File: src/rtl/mips_ctrl_pkg.sv
// Shared encodings for the single-cycle MIPS control unit: opcodes, functs,
// ALUOp and ALUControl codes, and the packed main-decoder control word.
package mips_ctrl_pkg;

    localparam logic [5:0] OP_RTYPE = 6'b000000;
    localparam logic [5:0] OP_LW    = 6'b100011;
    localparam logic [5:0] OP_SW    = 6'b101011;
    localparam logic [5:0] OP_BEQ   = 6'b000100;
    localparam logic [5:0] OP_ADDI  = 6'b001000;
    localparam logic [5:0] OP_J     = 6'b000010;

    localparam logic [5:0] F_ADD = 6'b100000;
    localparam logic [5:0] F_SUB = 6'b100010;
    localparam logic [5:0] F_AND = 6'b100100;
    localparam logic [5:0] F_OR  = 6'b100101;
    localparam logic [5:0] F_SLT = 6'b101010;

    typedef enum logic [1:0] {
        ALUOP_ADD   = 2'b00,
        ALUOP_SUB   = 2'b01,
        ALUOP_FUNCT = 2'b10
    } aluop_t;

    typedef enum logic [2:0] {
        ALU_AND = 3'b000,
        ALU_OR  = 3'b001,
        ALU_ADD = 3'b010,
        ALU_SUB = 3'b110,
        ALU_SLT = 3'b111
    } alucontrol_t;

    // Field order matches the main-decoder table so a packed literal reads
    // left to right as RegWrite..Jump, ALUOp.
    typedef struct packed {
        logic       regwrite;
        logic       regdst;
        logic       alusrc;
        logic       branch;
        logic       memwrite;
        logic       memtoreg;
        logic       jump;
        logic [1:0] aluop;
    } ctrl_t;

endpackage

File: src/rtl/mips_alu_decoder.sv
// Combinational ALU decoder: ALUOp plus funct to 3-bit ALUControl.
module mips_alu_decoder
    import mips_ctrl_pkg::*;
(
    input  logic [1:0] i_aluop,
    input  logic [5:0] i_funct,
    output logic [2:0] o_alu_control
);

    always_comb begin
        o_alu_control = ALU_AND;
        if (i_aluop[1]) begin
            // Both 10 and 11 fall through to the funct decode.
            case (i_funct)
                F_ADD:   o_alu_control = ALU_ADD;
                F_SUB:   o_alu_control = ALU_SUB;
                F_AND:   o_alu_control = ALU_AND;
                F_OR:    o_alu_control = ALU_OR;
                F_SLT:   o_alu_control = ALU_SLT;
                default: o_alu_control = ALU_AND;
            endcase
        end else if (i_aluop[0]) begin
            o_alu_control = ALU_SUB;
        end else begin
            o_alu_control = ALU_ADD;
        end
    end

endmodule

File: src/rtl/mips_full_controller.sv
// MIPS control unit: main decoder and ALU decoder feeding a single output
// register stage, so every strobe appears one clock after its inputs.
module mips_full_controller
    import mips_ctrl_pkg::*;
(
    input  logic       clk,
    input  logic       reset,
    input  logic [5:0] opcode,
    input  logic [5:0] funct,
    input  logic       zero,
    output logic       RegWrite,
    output logic       RegDst,
    output logic       ALUSrc,
    output logic       PCSrc,
    output logic       MemWrite,
    output logic       MemtoReg,
    output logic       Jump,
    output logic [2:0] ALUControl,
    output logic       Branch,
    output logic [1:0] ALUOp
);

    ctrl_t      w_ctrl;
    logic [2:0] w_alu_control;
    logic       w_pcsrc;

    ctrl_t      r_ctrl;
    logic [2:0] r_alu_control;
    logic       r_pcsrc;

    always_comb begin
        w_ctrl = '0;
        case (opcode)
            OP_RTYPE: w_ctrl = '{1'b1, 1'b1, 1'b0, 1'b0, 1'b0, 1'b0, 1'b0, ALUOP_FUNCT};
            OP_LW:    w_ctrl = '{1'b1, 1'b0, 1'b1, 1'b0, 1'b0, 1'b1, 1'b0, ALUOP_ADD};
            OP_SW:    w_ctrl = '{1'b0, 1'b0, 1'b1, 1'b0, 1'b1, 1'b0, 1'b0, ALUOP_ADD};
            OP_BEQ:   w_ctrl = '{1'b0, 1'b0, 1'b0, 1'b1, 1'b0, 1'b0, 1'b0, ALUOP_SUB};
            OP_ADDI:  w_ctrl = '{1'b1, 1'b0, 1'b1, 1'b0, 1'b0, 1'b0, 1'b0, ALUOP_ADD};
            OP_J:     w_ctrl = '{1'b0, 1'b0, 1'b0, 1'b0, 1'b0, 1'b0, 1'b1, ALUOP_ADD};
            default:  w_ctrl = '0;
        endcase
    end

    assign w_pcsrc = w_ctrl.branch & zero;

    mips_alu_decoder u_alu_decoder (
        .i_aluop       (w_ctrl.aluop),
        .i_funct       (funct),
        .o_alu_control (w_alu_control)
    );

    always_ff @(posedge clk or posedge reset) begin
        if (reset) begin
            r_ctrl        <= '0;
            r_alu_control <= '0;
            r_pcsrc       <= 1'b0;
        end else begin
            r_ctrl        <= w_ctrl;
            r_alu_control <= w_alu_control;
            r_pcsrc       <= w_pcsrc;
        end
    end

    assign RegWrite   = r_ctrl.regwrite;
    assign RegDst     = r_ctrl.regdst;
    assign ALUSrc     = r_ctrl.alusrc;
    assign Branch     = r_ctrl.branch;
    assign MemWrite   = r_ctrl.memwrite;
    assign MemtoReg   = r_ctrl.memtoreg;
    assign Jump       = r_ctrl.jump;
    assign ALUOp      = r_ctrl.aluop;
    assign ALUControl = r_alu_control;
    assign PCSrc      = r_pcsrc;

endmodule

File: config.mk
export PLATFORM = sky130hd
export DESIGN_NAME = mips_full_controller
export DESIGN_NICKNAME = d
export VERILOG_FILES = /design/src/rtl/mips_ctrl_pkg.sv /design/src/rtl/mips_alu_decoder.sv /design/src/rtl/mips_full_controller.sv
export SDC_FILE = /design/constraint.sdc
export NUM_CORES = 1
export LEC_CHECK = 0
export ABC_CLOCK_PERIOD_IN_PS = 1300
export BUFFER_PORTS_ARGS = -buffer_cell sky130_fd_sc_hd__buf_2
export CAP_MARGIN = 15
export CORE_AREA = 2 2 39 41
export CTS_BUF_LIST = sky130_fd_sc_hd__clkbuf_16
export CTS_CLUSTER_DIAMETER = 200
export DETAILED_ROUTE_END_ITERATION = 10
export DIE_AREA = 0 0 41 43
export HOLD_SLACK_MARGIN = 0.05
export PLACE_DENSITY = 0.67
export SLEW_MARGIN = 0
export SYNTH_ARGS = -nofsm -noshare
export SYNTH_HDL_FRONTEND = slang
export SYNTH_SLANG_ARGS = --single-unit
File: constraint.sdc
create_clock -name clk -period 1.3 [get_ports clk]
set_input_delay 0.065 -clock clk [delete_from_list [all_inputs] [get_ports clk]]
set_output_delay 0.065 -clock clk [all_outputs]
set_load 0.01 [all_outputs]
Word level (Yosys, flattened, before mapping)

Cells that the tools add are included.

Equal/unequal tests: 9
Muxes and demuxes: 4
Bitwise logic cells: 1
Reductions and logical operators: 1

Operators with widths:

| operator                                                              | number |
|---|---|
| 9-bit case mux with 6 select lines                                    | 1 |
| 6-bit equality test, second input constant                            | 6 |
| 3-bit case mux with 4 select lines                                    | 1 |
| 6-bit by 2-bit equality test with 1-bit output, second input constant | 1 |
| 6-bit by 3-bit equality test with 1-bit output, second input constant | 1 |
| 6-bit by 4-bit equality test with 1-bit output, second input constant | 1 |
| 6-bit zero test                                                       | 1 |
| 3-bit 2-to-1 mux                                                      | 2 |
| 1-bit AND                                                             | 1 |

Register bits: 13
Logic and storage cells: 25

Logic depth before layout (Yosys ltp)

Gate-level depths: netlist (run 1).

Word-level depth: 4
Mapped depth: 3

Cells and area by module

Synthesis (run 1) repeated with hierarchy kept, for this count alone.

Cell total of the unflattened synthesis: 41
Area, all modules: 475.5 µm²

Modules (own cells, without submodules):

| module               | instances | cells an instance | area each (µm²) |
|---|---|---|---|
| mips_full_controller | 1         | 31                | 405.4 |
| mips_alu_decoder     | 1         | 10                | 70.1 |

Worst setup path after synthesis (run 1)

OpenSTA, ideal clock, no wires.

Path type: input to register
From: input port opcode[4]
To: register r_pcsrc (netlist: PCSrc)
Library setup time: 0.066 ns
Data arrival time: 0.947 ns
Path slack: 0.288 ns
Cell stages on the path: 3
Path buffers: 0
Cells stage by stage: or4_4 -> nor3b_2 -> and2_1

Cells in the longest elaborated chain, start to end: 3

Ends and longest elaborated chain:

| item                                                                         | line                       | text |
|---|---|---|
| from (decl)                                                                  | mips_full_controller.sv:8  | `input logic [5:0] opcode,` |
| 6-bit by 2-bit equality test with 1-bit output, or another cell as far along | mips_full_controller.sv:33 | `case (opcode)` |
| 9-bit case mux with 6 select lines (*)                                       | mips_full_controller.sv:33 |  |
| 1-bit AND (*)                                                                | mips_full_controller.sv:44 | `assign w_pcsrc = w_ctrl.branch & zero;` |
| named net w_pcsrc                                                            | mips_full_controller.sv:25 | `logic w_pcsrc;` |
| to (signal assigned)                                                         | mips_full_controller.sv:60 | `r_pcsrc <= w_pcsrc;` |
| to (decl)                                                                    | mips_full_controller.sv:29 | `logic r_pcsrc;` |

The timed path passes the listed nets; every way through them passes the cells marked *.

Final worst setup path (run 1)

Same ends and word-level chain as after synthesis.

==> flow_summary_export.csv, run 1 <==
group,metric,value,unit
route,routedWlPerCell,11.0,um
power,intPower,785,uW
synthesis,ys_async_sr_fraction,100,%
timing,final_hold_viol_count,0,
timing,maxSlewViolCount,0,
final_layout,diodes,0,
floorplan,fp.dieArea,1760,um2
synthesis,yosys_warnings,0,
synthesis,synth_flop_cell,"dfrtp_1",
clocking,cts_sinks,11,
route,ant_nets,0,
final_layout,nets,87,
timing,rsz0062_at_grt,"false",
power,p_switching,173,uW
run,maxCapViolCount,0,
synthesis,syn_area_per_cell,11.9,um2
global_route,antenna_found_initial,0,
setup_path,cp.arrival,1.16,ns
timing,slew-limit-headroom,74.4,%
setup_path,crit_path_max_fanout,5,
clocking,root_buffer,"clkbuf_16",
route,drt-pass1-iter-count,3,
floorplan,die_w,41,um
min_path,hp-start,"opcode[4]",
clocking,cts-buffers-inserted,3,
setup_path,worst_setup_path_start_kind,"primary input",
power,pwr_density_cell,1350,nW/um2
floorplan,ioPinCount,28,
power,p_clk_share,55.9,%
floorplan,core,1380,um2
route,drt_first_iter_violations,9,
final_layout,drive_gt1_share,49.3,%
route,vias_per_cell,4.64,
placement,dp.cells,80,
global_route,grt_pass1_wl,1400,um
placement,port_buffers,27,
clocking,clk_path_buf_depth,2,
power,seq_power_share,36.4,%
min_path,min_to,"Jump$_DFF_PP0_",
synthesis,synth_nets,54,
placement,gp_congestion,0.766,
timing,timing.fmax,1020,MHz
power,vdd.ir_drop.worst,0.432,mV
timing,fin_setup_tns,0,ns
setup_path,endpoint_kind,"register",
floorplan,rows,14,
setup_path,path_class,"in -> reg",
synthesis,synth_cells,39,
synthesis,synthDistinctLibCells,21,
clocking,cts_tree,"done",
clocking,h-tree-depth,1,
timing,finalSetupViolCount,0,
global_route,track_usage,13.3,%
global_route,grt_max_degree,12,
floorplan,die_y,43,um
power,swShare,18.1,%
final_layout,area_delta_synth_final,53.8,%
route,drc,0,
clocking,cts_resized,0,
clocking,clk_pin_slew,0.04,ns
setup_path,required,1.47,ns
final_layout,final_cells,87,
timing,fin_crit_sh,75.8,%
timing,tightest_slew,0.384,ns
min_path,holdPathStages,2,
min_path,hp-class,"in -> reg",
global_route,grt_pass1_vias,339,
power,comb_power_share,7.7,%
synthesis,synth_edf_count,0,
synthesis,synth-seq-cells,11,
route,routed_wl,953,um
final_layout,final_core_util,51.4,%
power,p_leak,0.000397,uW
route,vias,404,
floorplan,initial_utilization,33.5,%
timing,period_minus_slack,0.985,ns
global_route,overflow,0,
status,status,"finished, final reports clean",
synthesis,yosysSeqAreaShare,59.5,%
synthesis,syn_area,463,um2
## metrics by stage
stage / worst slack (ns) / total power [uW] / cell area [um2] / hold WS [ns]
floorplan: 0.288 / 380 / 463 / -0.0826
global placement: 0.0912 / 419 / 603 / 0.0530
detailed placement: 0.0827 / 420 / 603 / 0.0571
CTS: 0.321 / 968 / 712 / 0.0505
global route: 0.261 / 1000 / 712 / 0.0545
finish: 0.315 / 959 / 712 / 0.0552
## registers in the layout, indices dropped and copies added, names as in the netlist
signal,flops
ALUSrc,1
RegWrite,1
PCSrc,1
Jump,1
ALUOp,2
MemWrite,1
MemtoReg,1
ALUControl,3
## power by group through the flow
stage,registers [uW],clock network [uW],logic [uW]
floorplan,356,0,24.9
global placement,353,0,65.4
finish,349,536,74.0
detailed placement,353,0,66.9
global route,349,571,81.0
CTS,349,545,74.4
## timing repair
item / CTS / global route
hold buffers: 3 / 0
hold endpoints to repair: 13 / 0
buffers inserted: 0 / 0
endpoints found under the setup margin: 0 / 0
## cell usage after synthesis (2+ instances only)
cell     count  share of area (%)
nor3_1       3                3.2
nor2b_1      2                2.7
and3_1       3                4.1
nor2_1       3                2.4
dfrtp_1     11                 59
buf_4        2                3.2
## kinds of logic (layout without fill, tap and decap cells)
| logic type | after synthesis | after routing | share of synthesized area, % |
|---|---|---|---|
| AND/OR/NAND/NOR | 20 | 20 | 28.6 |
| flip-flops | 11 | 11 | 59.5 |
| AO/OA/AOI/OAI | 5 | 5 | 7.84 |
| buffers and inverters | 3 | 35 | 4.05 |
## critical path, stage by stage
cell	delay, ns
buf_2	0.13
or4_4	0.54
nor3b_2	0.27
and2_1	0.15
## placed cells by master (no fill, tap or decap), types with 2 or more instances in the layout
cell	n
nor2b_1	2
nor2_1	3
buf_2	27
dfrtp_1	11
inv_1	2
nor3_1	3
and3_1	3
clkbuf_16	3
dlygate4sd3_1	3
## routing by layer
metal  global-route usage (%)  up-vias  share of wire [%]
li1                         -      204                  -
met1                     12.5      181                 39
met2                     17.8       15                 49
met3                     4.71        4                6.4
met4                     18.0        0                5.5
met5                        0        -                  0
## worst max path at each step
stage                    from              end  slack, ns  cells past startpoint
detailed placement  opcode[4]  PCSrc$_DFF_PP0_       0.08                      4
finish              opcode[4]  PCSrc$_DFF_PP0_       0.31                      4
CTS                 opcode[4]  PCSrc$_DFF_PP0_       0.32                      4
global placement    opcode[4]  PCSrc$_DFF_PP0_       0.09                      4
global route        opcode[4]  PCSrc$_DFF_PP0_       0.26                      4
floorplan           opcode[4]  PCSrc$_DFF_PP0_       0.29                      3
## layout make-up
type	count	area (um2)
sequential	11	275
fill	120	672
timing repair buffer	30	165
clock buffer	3	75.1
inverter	1	3.75
multi-input combinational	25	169
tap	16	20.0
clock inverter	1	3.75
Note: power is estimated with default switching activity, not from simulation.
==> inputs of run 2 (changes only) <==
ABC_AREA = 1   (was unset)
ABC_CLOCK_PERIOD_IN_PS = 1000   (was 1300)
PLACE_DENSITY = 0.71   (was 0.67)
clock period = 1 ns   (was 1.3 ns; I/O delays follow)
==> run 2 against run 1 <==
Sequential share of layout area is 2.7 points lower. Core utilization up 3.8 points. Setup slack got worse by 0.10 ns. Critical path type is now reg -> out. Via count up 13%. First-iteration DRC count is 67% lower. Largest power group unchanged.
==> flow_summary_export.csv, run 2 <==
group,metric,value,unit
placement,gp_congestion,0.801,
timing,tightest_slew,0.392,ns
synthesis,synth_cells,63,
route,drt_first_iter_violations,3,
clocking,cts-buffers-inserted,3,
final_layout,n_fill_cell,129,
floorplan,rows,14,
synthesis,yosys.area.top_type,"dfrtp_1",
min_path,hp-start,"opcode[1]",
floorplan,initial_utilization,37.3,%
timing,fin_setup_tns,0,ns
synthesis,syn_area_per_cell,8.18,um2
synthesis,yosysMostFrequentCell,"nand2_1",
timing,final_hold_viol_count,0,
min_path,min_to,"Jump$_DFF_PP0_",
setup_path,worst_setup_path_start_kind,"register",
global_route,overflow,0,
min_path,hp-class,"in -> reg",
power,vdd.ir_drop.worst,0.575,mV
synthesis,netlist_top_cells_area,"dfrtp_1, nand2_1, inv_1",
floorplan,die_y,43,um
route,routed_wl,893,um
route,vias_per_cell,4.13,
synthesis,synth-seq-cells,11,
setup_path,required,0.95,ns
final_layout,stdcell_area,764,um2
global_route,grt_max_degree,12,
clocking,cts_tree,"done",
setup_path,cp.depth,1,
clocking,root_buffer,"clkbuf_16",
timing,rsz0062_at_grt,"false",
setup_path,cp_cell_sequence,"buf_2",
global_route,track_usage,12.6,%
timing,maxSlewViolCount,0,
setup_path,endpoint_kind,"output pin",
setup_path,cp_num_buf_inv,1,
floorplan,ioPinCount,28,
final_layout,area_delta_synth_final,48.3,%
global_route,grt_pass1_wl,1360,um
synthesis,syn_area,515,um2
final_layout,nets,111,
final_layout,most-common-layout-cells,"buf_2, inv_1, nand2_1, dfrtp_1, nor2_1",
floorplan,fp.dieArea,1760,um2
timing,finalSetupViolCount,0,
clocking,clk_path_buf_depth,2,
synthesis,yosysSeqAreaShare,53.4,%
timing,timing.fmax,1270,MHz
placement,port_buffers,27,
synthesis,synth_flop_cell,"dfrtp_1",
timing,fin_crit_sh,78.7,%
setup_path,path_class,"reg -> out",
clocking,cts_sinks,11,
setup_path,crit_family,"flip-flops",
final_layout,diodes,0,
setup_path,critPathSlowestCell,"dfrtp_1",
timing,period_minus_slack,0.787,ns
synthesis,synth_edf_count,0,
clocking,clk_pin_slew,0.04,ns
route,drc,0,
power,pwr_density_cell,1650,nW/um2
synthesis,synth_nets,78,
final_layout,final_common_cell,"buf_2",
run,maxCapViolCount,0,
global_route,grt_pass1_vias,362,
clocking,h-tree-depth,1,
power,p_leak,0.000472,uW
synthesis,synthDistinctLibCells,14,
route,ant_nets,0,
final_layout,seq_area,275,um2
synthesis,ys_async_sr_fraction,100,%
final_layout,drive_gt1_share,38.9,%
synthesis,yosys-top-cells-count,"nand2_1, inv_1, dfrtp_1, nor2_1, nand3_1",
final_layout,largest_reg_flops,3,
setup_path,crit_path_max_incr_delay,0.36,ns
synthesis,synth_top_area_share,53.4,%
floorplan,core,1380,um2
setup_path,crit_path_max_fanout,2,
global_route,antenna_found_initial,0,
setup_path,cp.arrival,0.74,ns
placement,placed_cell_area,656,um2
min_path,holdPathStages,3,
status,status,"finished, final reports clean",
clocking,cts_resized,0,
floorplan,die_w,41,um
synthesis,yosys_warnings,0,
final_layout,multi_input_area,173,um2
route,vias,458,
timing,slew-limit-headroom,73.8,%
route,routedWlPerCell,8.05,um
route,drt-pass1-iter-count,4,
run 2: cell type report:
type / instances / area share, %
multi-input combinational: 36 / 22.6
inverter: 14 / 6.87
sequential: 11 / 36.0
clock buffer: 3 / 9.82
clock inverter: 1 / 0.491
tap: 16 / 2.62
timing repair buffer: 30 / 21.6
run 2: how the worst max path moves through the flow:
| stage | from | end | slack [ns] |
|---|---|---|---|
| final | ALUOp[1]$_DFF_PP0_ | ALUOp[1] | 0.21 |
| after global routing | ALUOp[1]$_DFF_PP0_ | RegDst | 0.18 |
| after CTS | ALUOp[1]$_DFF_PP0_ | ALUOp[1] | 0.21 |
| after detailed placement | opcode[3] | ALUControl[0]$_DFF_PP0_ | 0.26 |
| after global placement | opcode[3] | ALUControl[0]$_DFF_PP0_ | 0.29 |
| after floorplan | ALUOp[0]$_DFF_PP0_ | ALUOp[0] | 0.41 |
run 2: routing by layer:
layer / vias up / share of wire, % / global-route usage, %
met5: - / 0 / 0
li1: 246 / - / -
met4: 0 / 2.1 / 14.0
met1: 192 / 40 / 14.1
met3: 2 / 9.2 / 4.71
met2: 18 / 48 / 16.3
run 2: per-stage QoR:
| step | util (%) | std cells | setup slack (ns) | hold WS, ns | power [uW] |
|---|---|---|---|---|---|
| floorplan | - | 63 | 0.411 | -0.0976 | 509 |
| detailed placement | 47.4 | 104 | 0.262 | 0.0485 | 556 |
| global route | 55.2 | 111 | 0.184 | 0.0961 | 1310 |
| CTS | 55.2 | 111 | 0.207 | 0.0723 | 1280 |
| global placement | 47.4 | 104 | 0.291 | 0.0418 | 554 |
| finish | 55.2 | 111 | 0.213 | 0.0750 | 1260 |
run 2: kinds of logic after synthesis:
kind of cell	share of synthesized area [%]
buffers and inverters	13.1
AO/OA/AOI/OAI	1.46
flip-flops	53.4
AND/OR/NAND/NOR	32.0
run 2: power breakdown:
part	internal [uW]	switching [uW]	leakage [uW]
registers	452	1.09	0.000148
clock network	523	180	0.0000423
logic	46.5	57.1	0.000282
total	1020	238	0.000472
run 2: what timing repair did:
action                                 in CTS  in global routing
hold buffers                                3                  0
setup buffers                               0                  0
endpoints found under the hold margin      13                  0
==> inputs of run 3 (changes only) <==
ABC_AREA = 0   (was 1)
ABC_CLOCK_PERIOD_IN_PS = 800   (was 1000)
PLACE_DENSITY = 0.67   (was 0.71)
clock period = 0.8 ns   (was 1 ns; I/O delays follow)
==> run 3 against run 2 <==
The run now ends with negative setup slack left. Routed wire length is 28% higher. Power is 28% higher. Critical path depth is 3 higher. Hold slack worse by 0.0062 ns. Cell count is 14% lower. Die area stayed put. Count of clock-buffer cells in the layout stayed put. Highest routed layer unchanged. Largest cell class unchanged. Global-route usage is 1.2 points higher. Via count is 2.0% lower.
==> flow_summary_export.csv, run 3 (synthesized netlist as in run 1, its figures left out) <==
group,metric,value,unit
status,status,"complete, but fails checks",
status,violations,"negative setup slack",
timing,finalSetupViolCount,6,
run,maxCapViolCount,0,
route,routedWlPerCell,12.0,um
final_layout,area_delta_synth_final,72.4,%
global_route,grt_pass1_vias,392,
global_route,track_usage,13.8,%
setup_path,cp_num_buf_inv,1,
route,highest_layer,"met4",
clocking,cts-buffers-inserted,3,
setup_path,crit_family,"simple AND/OR/NAND/NOR gates",
route,wl_met3,74,um
setup_path,endpoint_kind,"register",
global_route,overflow,0,
timing,timing.fmax,1090,MHz
timing,worst_slack,-0.120,ns
route,vias,449,
setup_path,crit_path_max_fanout,3,
setup_path,cp_cell_sequence,"buf_6 -> or4_4 -> nor3b_4 -> and2_1",
setup_path,path_class,"in -> reg",
route,drt_first_iter_violations,12,
timing,period_minus_slack,0.920,ns
route,wl_met1,466,um
clocking,clk_path_buf_depth,2,
timing,final_hold_viol_count,0,
route,drt-pass1-iter-count,4,
route,drc,0,
setup_path,required,0.97,ns
timing,rsz0062_at_grt,"true",
power,vdd.ir_drop.worst,0.835,mV
timing,fin_setup_tns,-0.527,ns
route,vias_per_cell,4.73,
floorplan,initial_utilization,33.5,%
final_layout,most-common-layout-cells,"buf_2, dfrtp_1, buf_4",
clocking,cts_sinks,11,
final_layout,drive_gt1_share,55.7,%
floorplan,ioPinCount,28,
power,pwr_density_cell,2020,nW/um2
timing,slew-limit-headroom,73.1,%
clocking,cts_tree,"done",
placement,place_hpwl,767,um
setup_path,worst_setup_path_start_kind,"primary input",
clocking,h-tree-depth,1,
timing,maxSlewViolCount,0,
setup_path,crit_path_max_incr_delay,0.56,ns
timing,fin_crit_sh,115,%
floorplan,fp.dieArea,1760,um2
route,routed-wl-met2,574,um
power,p_leak,0.000451,uW
route,ant_nets,0,
clocking,root_buffer,"clkbuf_16",
final_layout,largest_reg_flops,3,
placement,placed_cell_area,659,um2
min_path,hp-class,"in -> reg",
global_route,grt_max_degree,12,
final_layout,diodes,0,
final_layout,final_common_cell,"buf_2",
floorplan,die_y,43,um
setup_path,cp.arrival,1.09,ns
final_layout,final_core_util,57.7,%
floorplan,core,1380,um2
timing,tightest_slew,0.403,ns
setup_path,critPathSlowestCell,"or4_4",
floorplan,die_w,41,um
final_layout,nets,95,
clocking,clk_pin_slew,0.04,ns
final_layout,stdcell_area,798,um2
placement,port_buffers,27,
route,routed_wl,1140,um
placement,gp_congestion,0.816,
global_route,grt_pass1_wl,1620,um
floorplan,rows,14,
global_route,antenna_found_initial,0,
[run 3: cell types whose count changed in the layout (fill, tap and decap cells not counted), moves of 2 or more]
cell	delta
nand2_1	-12
buf_2	-2
inv_1	-11
nand3_1	-2
nor2_4	-2
and3_1	+2
nor2_2	-2
nor2_1	-8
inv_2	-2
nor2b_1	+2
buf_6	+2
buf_4	+9
nor3_1	+2
[run 3: timing repair]
action / 4_1_cts / 5_1_grt
pin swaps: 3 / 3
cloned: 0 / 0
hold buffers: 2 / 0
buffers inserted: 1 / 1
resized for setup: 3 / 2
endpoints found under the setup margin: 5 / 10
endpoints found under the hold margin: 12 / 0
[run 3: final timing paths]
check	from	end	slack (ns)	cells past startpoint
max in group asynchronous	reset	PCSrc$_DFF_PP0_	0.17	3
min in group asynchronous	reset	RegWrite$_DFF_PP0_	0.34	3
worst max-delay path	opcode[1]	PCSrc$_DFF_PP0_	-0.12	4
worst min-delay path	opcode[5]	Jump$_DFF_PP0_	0.07	3
[run 3: power breakdown]
part	switching, uW	internal, uW	leakage, uW
combinational	74.5	86.0	0.000261
clock	234	655	0.0000423
sequential	1.48	565	0.000148
[run 3: layout make-up]
class,count,area [um2]
Tap cell,16,20.0
Fill cell,116,586
Sequential cell,11,275
Clock inverter,1,3.75
Inverter,1,3.75
Multi-Input combinational cell,25,185
Clock buffer,3,75.1
Timing Repair Buffer,38,235
[run 3: through the flow]
stage | total power [uW] | hold slack (ns) | worst slack [ns] | instances
final | 1620 | 0.0688 | -0.120 | 95
after floorplan | 619 | -0.108 | -0.174 | 39
after global routing | 1680 | 0.0792 | -0.157 | 95
after CTS | 1600 | 0.0642 | -0.110 | 94
after global placement | 709 | 0.0251 | -0.350 | 87
after detailed placement | 712 | 0.0295 | -0.349 | 87
[run 3: layer usage]
layer / track usage (%) / vias up
li1: - / 222
met1: 15.8 / 206
met2: 21.3 / 17
met3: 3.14 / 4
met4: 10.0 / 0
met5: 0 / -
